===== config.mk =====
export PLATFORM = sky130hd
export DESIGN_NAME = muldiv_unit
export DESIGN_NICKNAME = d
export VERILOG_FILES = /design/src/rtl/riscv_pkg.sv /design/src/rtl/muldiv_unit.sv
export SDC_FILE = /design/constraint.sdc
export NUM_CORES = 1
export LEC_CHECK = 0
export CAP_MARGIN = 40
export CORE_MARGIN = 2
export CORE_UTILIZATION = 62
export CTS_CLUSTER_DIAMETER = 50
export DETAILED_ROUTE_END_ITERATION = 10
export MAX_ROUTING_LAYER = met4
export PLACE_DENSITY_LB_ADDON = 0.12
export SYNTH_ARGS = -nofsm -noshare
export SYNTH_HDL_FRONTEND = slang
export SYNTH_SLANG_ARGS = --single-unit

===== constraint.sdc =====
create_clock -name iCLK -period 7.92 [get_ports iCLK]
set_input_delay 1.584 -clock iCLK [delete_from_list [all_inputs] [get_ports iCLK]]
set_output_delay 1.584 -clock iCLK [all_outputs]
set_load 0.01 [all_outputs]

===== src/rtl/riscv_pkg.sv =====
// rtl/riscv_pkg.sv - shared RV32 constants: funct3 opcodes, mul/div FSM states, XLEN
package riscv_pkg;

    localparam int XLEN = 32;

    typedef enum logic [2:0] {
        F3_MUL    = 3'd0,
        F3_MULH   = 3'd1,
        F3_MULHSU = 3'd2,
        F3_MULHU  = 3'd3,
        F3_DIV    = 3'd4,
        F3_DIVU   = 3'd5,
        F3_REM    = 3'd6,
        F3_REMU   = 3'd7
    } funct3_e;

    typedef enum logic [1:0] {
        ST_IDLE = 2'd0,
        ST_CALC = 2'd1,
        ST_DONE = 2'd2
    } state_e;

endpackage


===== src/rtl/muldiv_unit.sv =====
// rtl/muldiv_unit.sv - iterative RV32M multiply/divide, 32 cycles, drives regfile write port
//
// Ports:
//   iCLK, iRST          clock (rising), asynchronous active-low reset
//   iSTART              request strobe, sampled only while oREADY=1
//   iKILL               synchronous abort (pipeline flush)
//   iFUNCT3             RV32M opcode
//   iRS1_VAL, iRS2_VAL  operands A and B
//   iRD                 destination register index
//   oREADY              high in IDLE
//   oDONE               one-cycle result strobe
//   oRD                 regfile write address, 0 except on the oDONE cycle
//   oRESULT             regfile write data, holds its last value between results
module muldiv_unit
    import riscv_pkg::*;
(
    input  logic            iCLK,
    input  logic            iRST,
    input  logic            iSTART,
    input  logic            iKILL,
    input  logic [2:0]      iFUNCT3,
    input  logic [XLEN-1:0] iRS1_VAL,
    input  logic [XLEN-1:0] iRS2_VAL,
    input  logic [4:0]      iRD,
    output logic            oREADY,
    output logic            oDONE,
    output logic [4:0]      oRD,
    output logic [XLEN-1:0] oRESULT
);

    state_e              state_q;
    logic [4:0]          cnt_q;
    logic [2:0]          funct3_q;
    logic [4:0]          rd_q;
    logic [XLEN-1:0]     a_q;        // |rs1|: multiplicand, or dividend shifted out MSB first
    logic [XLEN-1:0]     b_q;        // |rs2|: multiplier shifted out LSB first, or divisor
    logic [2*XLEN-1:0]   acc_q;      // mul: {partial high, product low}; div: {remainder, quotient}
    logic                neg_res_q;  // operand signs differ
    logic                neg_rem_q;  // dividend negative
    logic                ready_q, done_q;
    logic [4:0]          ord_q;
    logic [XLEN-1:0]     result_q;

    // Start-side decode
    logic            in_sgn_a, in_sgn_b, rs1_neg, rs2_neg, in_fast;
    logic [XLEN-1:0] rs1_abs, rs2_abs, fast_result;

    always_comb begin
        in_sgn_a = (iFUNCT3 == F3_MULH) || (iFUNCT3 == F3_MULHSU) ||
                   (iFUNCT3 == F3_DIV)  || (iFUNCT3 == F3_REM);
        in_sgn_b = (iFUNCT3 == F3_MULH) || (iFUNCT3 == F3_DIV) || (iFUNCT3 == F3_REM);
        rs1_neg  = in_sgn_a && iRS1_VAL[XLEN-1];
        rs2_neg  = in_sgn_b && iRS2_VAL[XLEN-1];
        rs1_abs  = rs1_neg ? -iRS1_VAL : iRS1_VAL;
        rs2_abs  = rs2_neg ? -iRS2_VAL : iRS2_VAL;
        in_fast     = 1'b0;
        fast_result = '0;
        // funct3[2] selects divide, funct3[1] selects remainder within divide
        if (iFUNCT3[2] && (iRS2_VAL == '0)) begin
            in_fast     = 1'b1;
            fast_result = iFUNCT3[1] ? iRS1_VAL : '1;
        end else if (((iFUNCT3 == F3_DIV) || (iFUNCT3 == F3_REM)) &&
                     (iRS1_VAL == 32'h8000_0000) && (iRS2_VAL == 32'hFFFF_FFFF)) begin
            in_fast     = 1'b1;
            fast_result = iFUNCT3[1] ? '0 : 32'h8000_0000;
        end
    end

    // One iteration of shift-add multiply or restoring divide
    logic [XLEN:0]     mul_sum, div_shift;
    logic [XLEN-1:0]   div_sub;
    logic              div_ge;
    logic [2*XLEN-1:0] acc_d, prod_fix;
    logic [XLEN-1:0]   quot_fix, rem_fix, final_result;

    always_comb begin
        mul_sum   = {1'b0, acc_q[2*XLEN-1:XLEN]} + (b_q[0] ? {1'b0, a_q} : '0);
        div_shift = {acc_q[2*XLEN-1:XLEN], a_q[XLEN-1]};
        div_ge    = div_shift >= {1'b0, b_q};
        // Difference is below the divisor whenever it is kept, so the low word is exact
        div_sub   = div_shift[XLEN-1:0] - b_q;
        if (funct3_q[2])
            acc_d = {div_ge ? div_sub : div_shift[XLEN-1:0], acc_q[XLEN-2:0], div_ge};
        else
            acc_d = {mul_sum, acc_q[XLEN-1:1]};
        prod_fix = neg_res_q ? -acc_d : acc_d;
        quot_fix = neg_res_q ? -acc_d[XLEN-1:0] : acc_d[XLEN-1:0];
        rem_fix  = neg_rem_q ? -acc_d[2*XLEN-1:XLEN] : acc_d[2*XLEN-1:XLEN];
        case (funct3_q)
            F3_MUL:                 final_result = prod_fix[XLEN-1:0];
            F3_DIV, F3_DIVU:        final_result = quot_fix;
            F3_REM, F3_REMU:        final_result = rem_fix;
            default:                final_result = prod_fix[2*XLEN-1:XLEN];
        endcase
    end

    always_ff @(posedge iCLK or negedge iRST) begin
        if (!iRST) begin
            state_q   <= ST_IDLE;
            cnt_q     <= '0;
            funct3_q  <= '0;
            rd_q      <= '0;
            a_q       <= '0;
            b_q       <= '0;
            acc_q     <= '0;
            neg_res_q <= 1'b0;
            neg_rem_q <= 1'b0;
            ready_q   <= 1'b1;
            done_q    <= 1'b0;
            ord_q     <= '0;
            result_q  <= '0;
        end else if (iKILL) begin
            // Flush wins everywhere; an IDLE request in the same cycle is dropped
            state_q <= ST_IDLE;
            ready_q <= 1'b1;
            done_q  <= 1'b0;
            ord_q   <= '0;
        end else begin
            case (state_q)
                ST_IDLE: begin
                    if (iSTART) begin
                        funct3_q  <= iFUNCT3;
                        rd_q      <= iRD;
                        a_q       <= rs1_abs;
                        b_q       <= rs2_abs;
                        acc_q     <= '0;
                        neg_res_q <= rs1_neg ^ rs2_neg;
                        neg_rem_q <= rs1_neg;
                        cnt_q     <= '0;
                        ready_q   <= 1'b0;
                        if (in_fast) begin
                            state_q  <= ST_DONE;
                            done_q   <= 1'b1;
                            ord_q    <= iRD;
                            result_q <= fast_result;
                        end else begin
                            state_q <= ST_CALC;
                        end
                    end
                end
                ST_CALC: begin
                    acc_q <= acc_d;
                    cnt_q <= cnt_q + 5'd1;
                    if (funct3_q[2]) a_q <= {a_q[XLEN-2:0], 1'b0};
                    else             b_q <= {1'b0, b_q[XLEN-1:1]};
                    if (cnt_q == 5'd31) begin
                        state_q  <= ST_DONE;
                        done_q   <= 1'b1;
                        ord_q    <= rd_q;
                        result_q <= final_result;
                    end
                end
                default: begin
                    state_q <= ST_IDLE;
                    ready_q <= 1'b1;
                    done_q  <= 1'b0;
                    ord_q   <= '0;
                end
            endcase
        end
    end

    assign oREADY  = ready_q;
    assign oDONE   = done_q;
    assign oRD     = ord_q;
    assign oRESULT = result_q;

endmodule


==> impl_metrics.yaml, run 1 <==
cts:
  worstSkewPairLatency_ps: 470
  post_cts_resized: 0
  root_buffer: "clkbuf_16"
  hold_buffers: 0
  cts_tree: "built"
  clockBufferDepth: 2
  cts.sinks: 184
  cts_max_level: 4
  clkTransAtPathRegs_ps: 80
  post-cts-setup-buffers: 0
  numCtsBuffers: 17
timing:
  relSlewSlack_pct: 35.11
  finalClockSkew_ps: 17.04
  rsz0062_at_grt: "no"
  finalSetupViolCount: 0
  hold_viol_final: 0
  slew_violations: 0
  hold_ws_ps: 491.1
  fin_crit_sh_pct: 88.05
  max_freq_ghz: 0.1434
  worst_pin_slew_ps: 973.3
  finalCriticalPeriod_ps: 6974
  finalSetupTns_ps: 0
setup_path:
  startpoint_type: "flop"
  critPathRequiredTime_ps: 8240
  arrival_ps: 7300
  crit_chain: "inv_1 -> ha_1 -> a21oi_1 -> o21ai_2 -> a2111oi_4 -> nand3_2 -> a21oi_2 -> nand2_1 -> o21ai_0 -> ha_1 -> nor3b_1 -> o221ai_1 -> or2_1 -> or3_1 -> or2_0 -> nor4_1 -> nand4_1 -> nor4_1 -> nand3_1 -> o21ai_0 -> xor2_1 -> a222oi_1 -> o21ai_0"
  path_class: "flop to flop"
  end_kind: "flop"
  slowest_stage: "nor4_1"
  critPathMaxFanout: 14
  path_common_cell: "o21ai_0"
  slowest_delay_ps: 670
floorplanning:
  start_util_pct: 63.24
  die_h_um: 172.6
  io_pins: 115
  dieArea_um2: 29780
  die_width_um: 172.6
  rows: 61
  coreArea_um2: 27860
grt:
  grt_max_degree: 82
  grt-ovfl-total: 0
  grt_first_pass_wirelength_um: 101300
  grt_pass1_vias: 17500
  grt_use_total_pct: 44.75
  antenna_found_initial: 1
yosys:
  ys_async_sr_fraction_pct: 100.0
  ys.flop_type: "dfrtp_1"
  ys_types: 92
  seq_area_frac_synth_pct: 26.14
  synth-warning-count: 0
  syn-num-nets: 2489
  ys_seq_elements: 184
  syn-cell-area_um2: 17620
  synth_edf_count: 0
  postSynthAreaPerCell_um2: 7.532
  synth_cells: 2339
placement:
  portBuffers: 114
  dpl.hpwl_um: 49540
  gp_congestion: 1.094
routing:
  avgViaCountPerCell: 6.950
  drtPass1Iterations: 6
  final_antenna_net_count: 0
  wl_per_cell_um: 23.80
  drcViolationCount: 0
  drt_iter0_drc: 3001
  vias: 19170
  routed_wl_um: 65650
power:
  irDropWorstVdd_v: 0.0001980
  p_leak_nw: 7.981
  power_density_nw_per_um2: 388.6
finish:
  utilization_pct: 70.70
  fillerInstances: 2264
  fin_nets: 2516
  areaGrowthSynthToFinish_pct: 11.80
  drive_gt1_share_pct: 5.717
run_status:
  status: "completed"
hold_path:
  hp-class: "flop to flop"
flow_run:
  drv_cap: 0
[worst paths after layout]
kind | start | to | slack (ps) | cells after the start
min reg2reg | oRESULT[7] | oRESULT[7] | 490 | 2
max in group asynchronous | iRST | cnt_q[1] | 5680 | 3
max | b_q[28] | oRESULT[26] | 950 | 23
min | oRESULT[7] | oRESULT[7] | 490 | 2
min in group asynchronous | iRST | b_q[6] | 1100 | 1
max reg2reg | b_q[28] | oRESULT[26] | 950 | 23
[layout make-up]
class | count | area [um^2] | area share, %
antenna | 1 | 2.502 | 0.01270
clock buffer | 20 | 456.7 | 2.319
clock inverter | 12 | 138.9 | 0.7051
inverter | 81 | 304.0 | 1.544
multi-input combinational | 1923 | 12150 | 61.66
sequential | 184 | 4609 | 23.40
tap | 378 | 473.0 | 2.401
timing repair buffer | 159 | 1567 | 7.953
[worst max-delay path, delay by kind of cell (launching register included)]
family	cells	cell delay (ps)
XOR/XNOR	1	100
flip-flops	1	380
adder cells (fa/ha/maj)	2	680
AO/OA/AOI/OAI	9	2200
AND/OR/NAND/NOR	10	3410
buffers and inverters	1	60
[state kept, by name, indices dropped and copies added (netlist names)]
register / cells
oREADY: 1
b_q: 32
acc_q: 64
oDONE: 1
funct3_q: 3
cnt_q: 5
neg_rem_q: 1
oRESULT: 32
oRD: 5
neg_res_q: 1
a_q: 32
state_q: 2
rd_q: 5
[synth_stat cells (32+ instances only)]
cell	instances	area share (%)
a21oi_1	224	6.4
and2_1	42	1.5
clkbuf_1	110	2.3
dfrtp_1	183	26
ha_1	72	5.1
inv_1	80	1.7
mux2i_1	42	2.4
nand2_1	284	6.1
nand3_1	32	0.91
nand4_1	37	1.3
nor2_1	181	3.9
nor2b_1	34	1.2
nor3_1	87	2.5
o21ai_0	220	6.2
o31ai_1	61	2.6
xnor2_1	81	4.0
xor2_1	89	4.4
[through the flow]
stage	setup slack, ps	instance area, um^2	cells	power, mW
floorplan	2202	17620	2339	4.871
global placement	1368	18940	2715	6.386
detailed placement	1195	19100	2725	6.487
CTS	1180	19690	2757	7.412
global route	497.7	19700	2758	8.043
finish	946.1	19700	2758	7.654
[power by group]
| group | switching (mW) | internal (mW) |
|---|---|---|
| Sequential | 0.265 | 1.16 |
| Clock | 0.420 | 0.487 |
| Combinational | 3.54 | 1.79 |
[cell families after synthesis]
logic type / after synthesis / synth area share (%)
AOI/OAI and AO/OA: 790 / 28.52
xor gates and xnor gates: 170 / 8.451
buffers and inverters: 232 / 5.355
and+or+nand+nor: 834 / 22.97
DFF: 184 / 26.14
muxes: 55 / 3.217
adders and majority gates: 74 / 5.341
[cell usage in the layout, fill, tap and decap left out, types with 16 or more instances in the layout]
| master | Yosys | layout |
|---|---|---|
| nand2_1 | 284 | 284 |
| a21oi_1 | 224 | 223 |
| o21ai_0 | 220 | 219 |
| dfrtp_1 | 183 | 182 |
| nor2_1 | 181 | 180 |
| clkdlybuf4s50_1 | 0 | 113 |
| xor2_1 | 89 | 89 |
| nor3_1 | 87 | 87 |
| xnor2_1 | 81 | 81 |
| inv_1 | 80 | 80 |
| ha_1 | 72 | 72 |
| o31ai_1 | 61 | 61 |
| and2_1 | 42 | 42 |
| mux2i_1 | 42 | 42 |
| nand4_1 | 37 | 37 |
| buf_4 | 3 | 35 |
| nor2b_1 | 34 | 33 |
| nand3_1 | 32 | 32 |
| a21o_1 | 25 | 25 |
| a31oi_1 | 25 | 25 |
| a211oi_1 | 23 | 23 |
| or3_1 | 23 | 23 |
| o21a_1 | 21 | 21 |
| o211ai_1 | 20 | 20 |
| nor4_1 | 18 | 18 |
| nand2b_1 | 18 | 17 |
| clkbuf_16 | 0 | 17 |
| a22o_1 | 16 | 16 |
[metal layers]
metal / up-vias / wire, um / track usage [%]
met1: 9079 / 27100 / 61.67
li1: 8590 / - / -
met5: - / 0 / -
met3: 184 / 8625 / 12.20
met4: 0 / 2632 / 15.42
met2: 1316 / 27300 / 63.17
(Power assumes the default switching activity.)
==> run 2: changes to the inputs <==
--- a/config.mk
+++ b/config.mk
@@ -6,8 +6,11 @@
 export NUM_CORES = 1
 export LEC_CHECK = 0
 export CAP_MARGIN = 40
+export CELL_PAD_IN_SITES_DETAIL_PLACEMENT = 2
+export CELL_PAD_IN_SITES_GLOBAL_PLACEMENT = 2
+export CORE_ASPECT_RATIO = 1.1
 export CORE_MARGIN = 2
-export CORE_UTILIZATION = 62
+export CORE_UTILIZATION = 36
 export CTS_CLUSTER_DIAMETER = 50
 export DETAILED_ROUTE_END_ITERATION = 10
 export MAX_ROUTING_LAYER = met4
==> impl_metrics.yaml, run 2 (synthesis results as in run 1) <==
run_status:
  status: "completed"
setup_path:
  path_class: "flop to flop"
  startpoint_type: "flop"
  critPathRequiredTime_ps: 8300
  path_common_cell: "o21ai_0"
  slowest_stage: "nor4_1"
  end_kind: "flop"
  arrival_ps: 7090
  crit_chain: "inv_1 -> ha_1 -> a21oi_1 -> o21ai_2 -> a2111oi_4 -> nand3_2 -> a21oi_2 -> nand2_1 -> o21ai_0 -> ha_1 -> nor3b_1 -> o221ai_1 -> or2_1 -> or3_1 -> or2_0 -> nor4_1 -> nand4_1 -> nor4_1 -> nand3_1 -> o21ai_0 -> xor2_1 -> a222oi_1 -> o21ai_0"
  critPathMaxFanout: 6
  slowest_delay_ps: 530
cts:
  cts_max_level: 4
  numCtsBuffers: 17
  worstSkewPairLatency_ps: 520
  clockBufferDepth: 2
  clkTransAtPathRegs_ps: 100
  root_buffer: "clkbuf_16"
  cts.sinks: 184
  post-cts-setup-buffers: 0
  post_cts_resized: 0
  cts_tree: "built"
  hold_buffers: 0
timing:
  finalCriticalPeriod_ps: 6704
  rsz0062_at_grt: "no"
  fin_crit_sh_pct: 84.64
  finalClockSkew_ps: 17.92
  finalSetupViolCount: 0
  relSlewSlack_pct: 29.96
  worst_pin_slew_ps: 1051
  finalSetupTns_ps: 0
  hold_viol_final: 0
  slew_violations: 0
  max_freq_ghz: 0.1492
routing:
  top_layer: "met4"
  met1Wirelength_um: 40720
  drcViolationCount: 0
  vias: 18840
  drt_iter0_drc: 1559
  final_antenna_net_count: 0
  met2_length_um: 39000
  routed_wl_um: 85340
  avgViaCountPerCell: 6.195
  drtPass1Iterations: 7
  wl_per_cell_um: 28.05
  met3_length_um: 3539
placement:
  portBuffers: 114
  place_inst: 3009
  dpl.hpwl_um: 66830
  gp_congestion: 0.9610
finish:
  regMostFlops: "acc_q"
  areaGrowthSynthToFinish_pct: 14.19
  finalNonFillerCells: 3042
  utilization_pct: 41.39
  largest_reg_flops: 64
  multiInputGateArea_um2: 12140
  fin_nets: 2526
  layout_commonest_cell: "nand2_1"
  drive_gt1_share_pct: 6.111
  final_cell_mix: "nand2_1 (284), a21oi_1 (223), o21ai_0 (219), dfrtp_1 (182), nor2_1 (180)"
  fillerInstances: 5688
  ff_latch_area_um2: 4609
floorplanning:
  io_pins: 115
  coreArea_um2: 48600
  die_h_um: 236.0
  start_util_pct: 36.25
  dieArea_um2: 50730
  rows: 85
  die_width_um: 214.9
grt:
  grt_pass1_vias: 19720
  grt-ovfl-total: 0
  grt_first_pass_wirelength_um: 128900
  grt_use_total_pct: 34.65
  antenna_found_initial: 2
  grt_max_degree: 134
hold_path:
  hp-class: "flop to flop"
power:
  p_leak_nw: 8.025
  irDropWorstVdd_v: 0.0001679
  power_density_nw_per_um2: 402.5
  power.total_mw: 8.097
flow_run:
  drv_cap: 0
run 2: changes by cell type in the layout (fill, tap and decap cells not counted), moves of 2 or more:
cell        previous run  this run
clkinv_8               0         7
bufinv_16              2         0
clkbuf_8               3         1
clkinv_2               3         0
buf_12                 1         3
buf_4                 35        43
buf_16                 3         1
clkinvlp_4             2         0
run 2: final timing paths:
path	start	to	slack, ps	cells after the start
max in group asynchronous	iRST	acc_q[37]	5630	2
setup / recovery	b_q[28]	oRESULT[26]	1220	23
setup reg to reg	b_q[28]	oRESULT[26]	1220	23
min in group asynchronous	iRST	b_q[9]	980	1
hold / removal	oRESULT[17]	oRESULT[17]	510	2
hold reg to reg	oRESULT[17]	oRESULT[17]	510	2
run 2: power breakdown:
group / leakage (nW) / internal [mW] / switching (mW)
logic: 5.30 / 1.83 / 3.86
clock network: 0.301 / 0.433 / 0.523
registers: 2.42 / 1.16 / 0.288
run 2: critical path: cells and delay by family, from the launching register on:
family	cells	cell delay (ps)
xor+xnor	1	90
simple gates	10	3200
buf+inv	1	60
fa+ha+maj	2	660
flops	1	380
compound gates	9	2190
run 2: through the flow:
step	hold WS [ps]	instance area, um^2	worst slack, ps
finish	505.2	20120	1216
global placement	455.4	19360	1455
floorplan	445.3	17620	2202
detailed placement	482.7	19490	1253
global route	542.1	20120	730.2
CTS	506.9	20120	1256
run 2: cell type report:
type,count,area share (%)
antenna,1,0.01244
timing repair buffer,169,8.054
clock buffer,17,2.115
sequential,184,22.91
inverter,81,1.511
tap,652,4.055
multi-input combinational,1923,60.35
clock inverter,15,0.9889
run 2: per-layer routing:
layer / vias up / track usage (%)
li1: 8576 / -
met1: 9747 / 47.50
met2: 439 / 54.05
met3: 82 / 3.868
met4: 0 / 9.680
met5: - / -
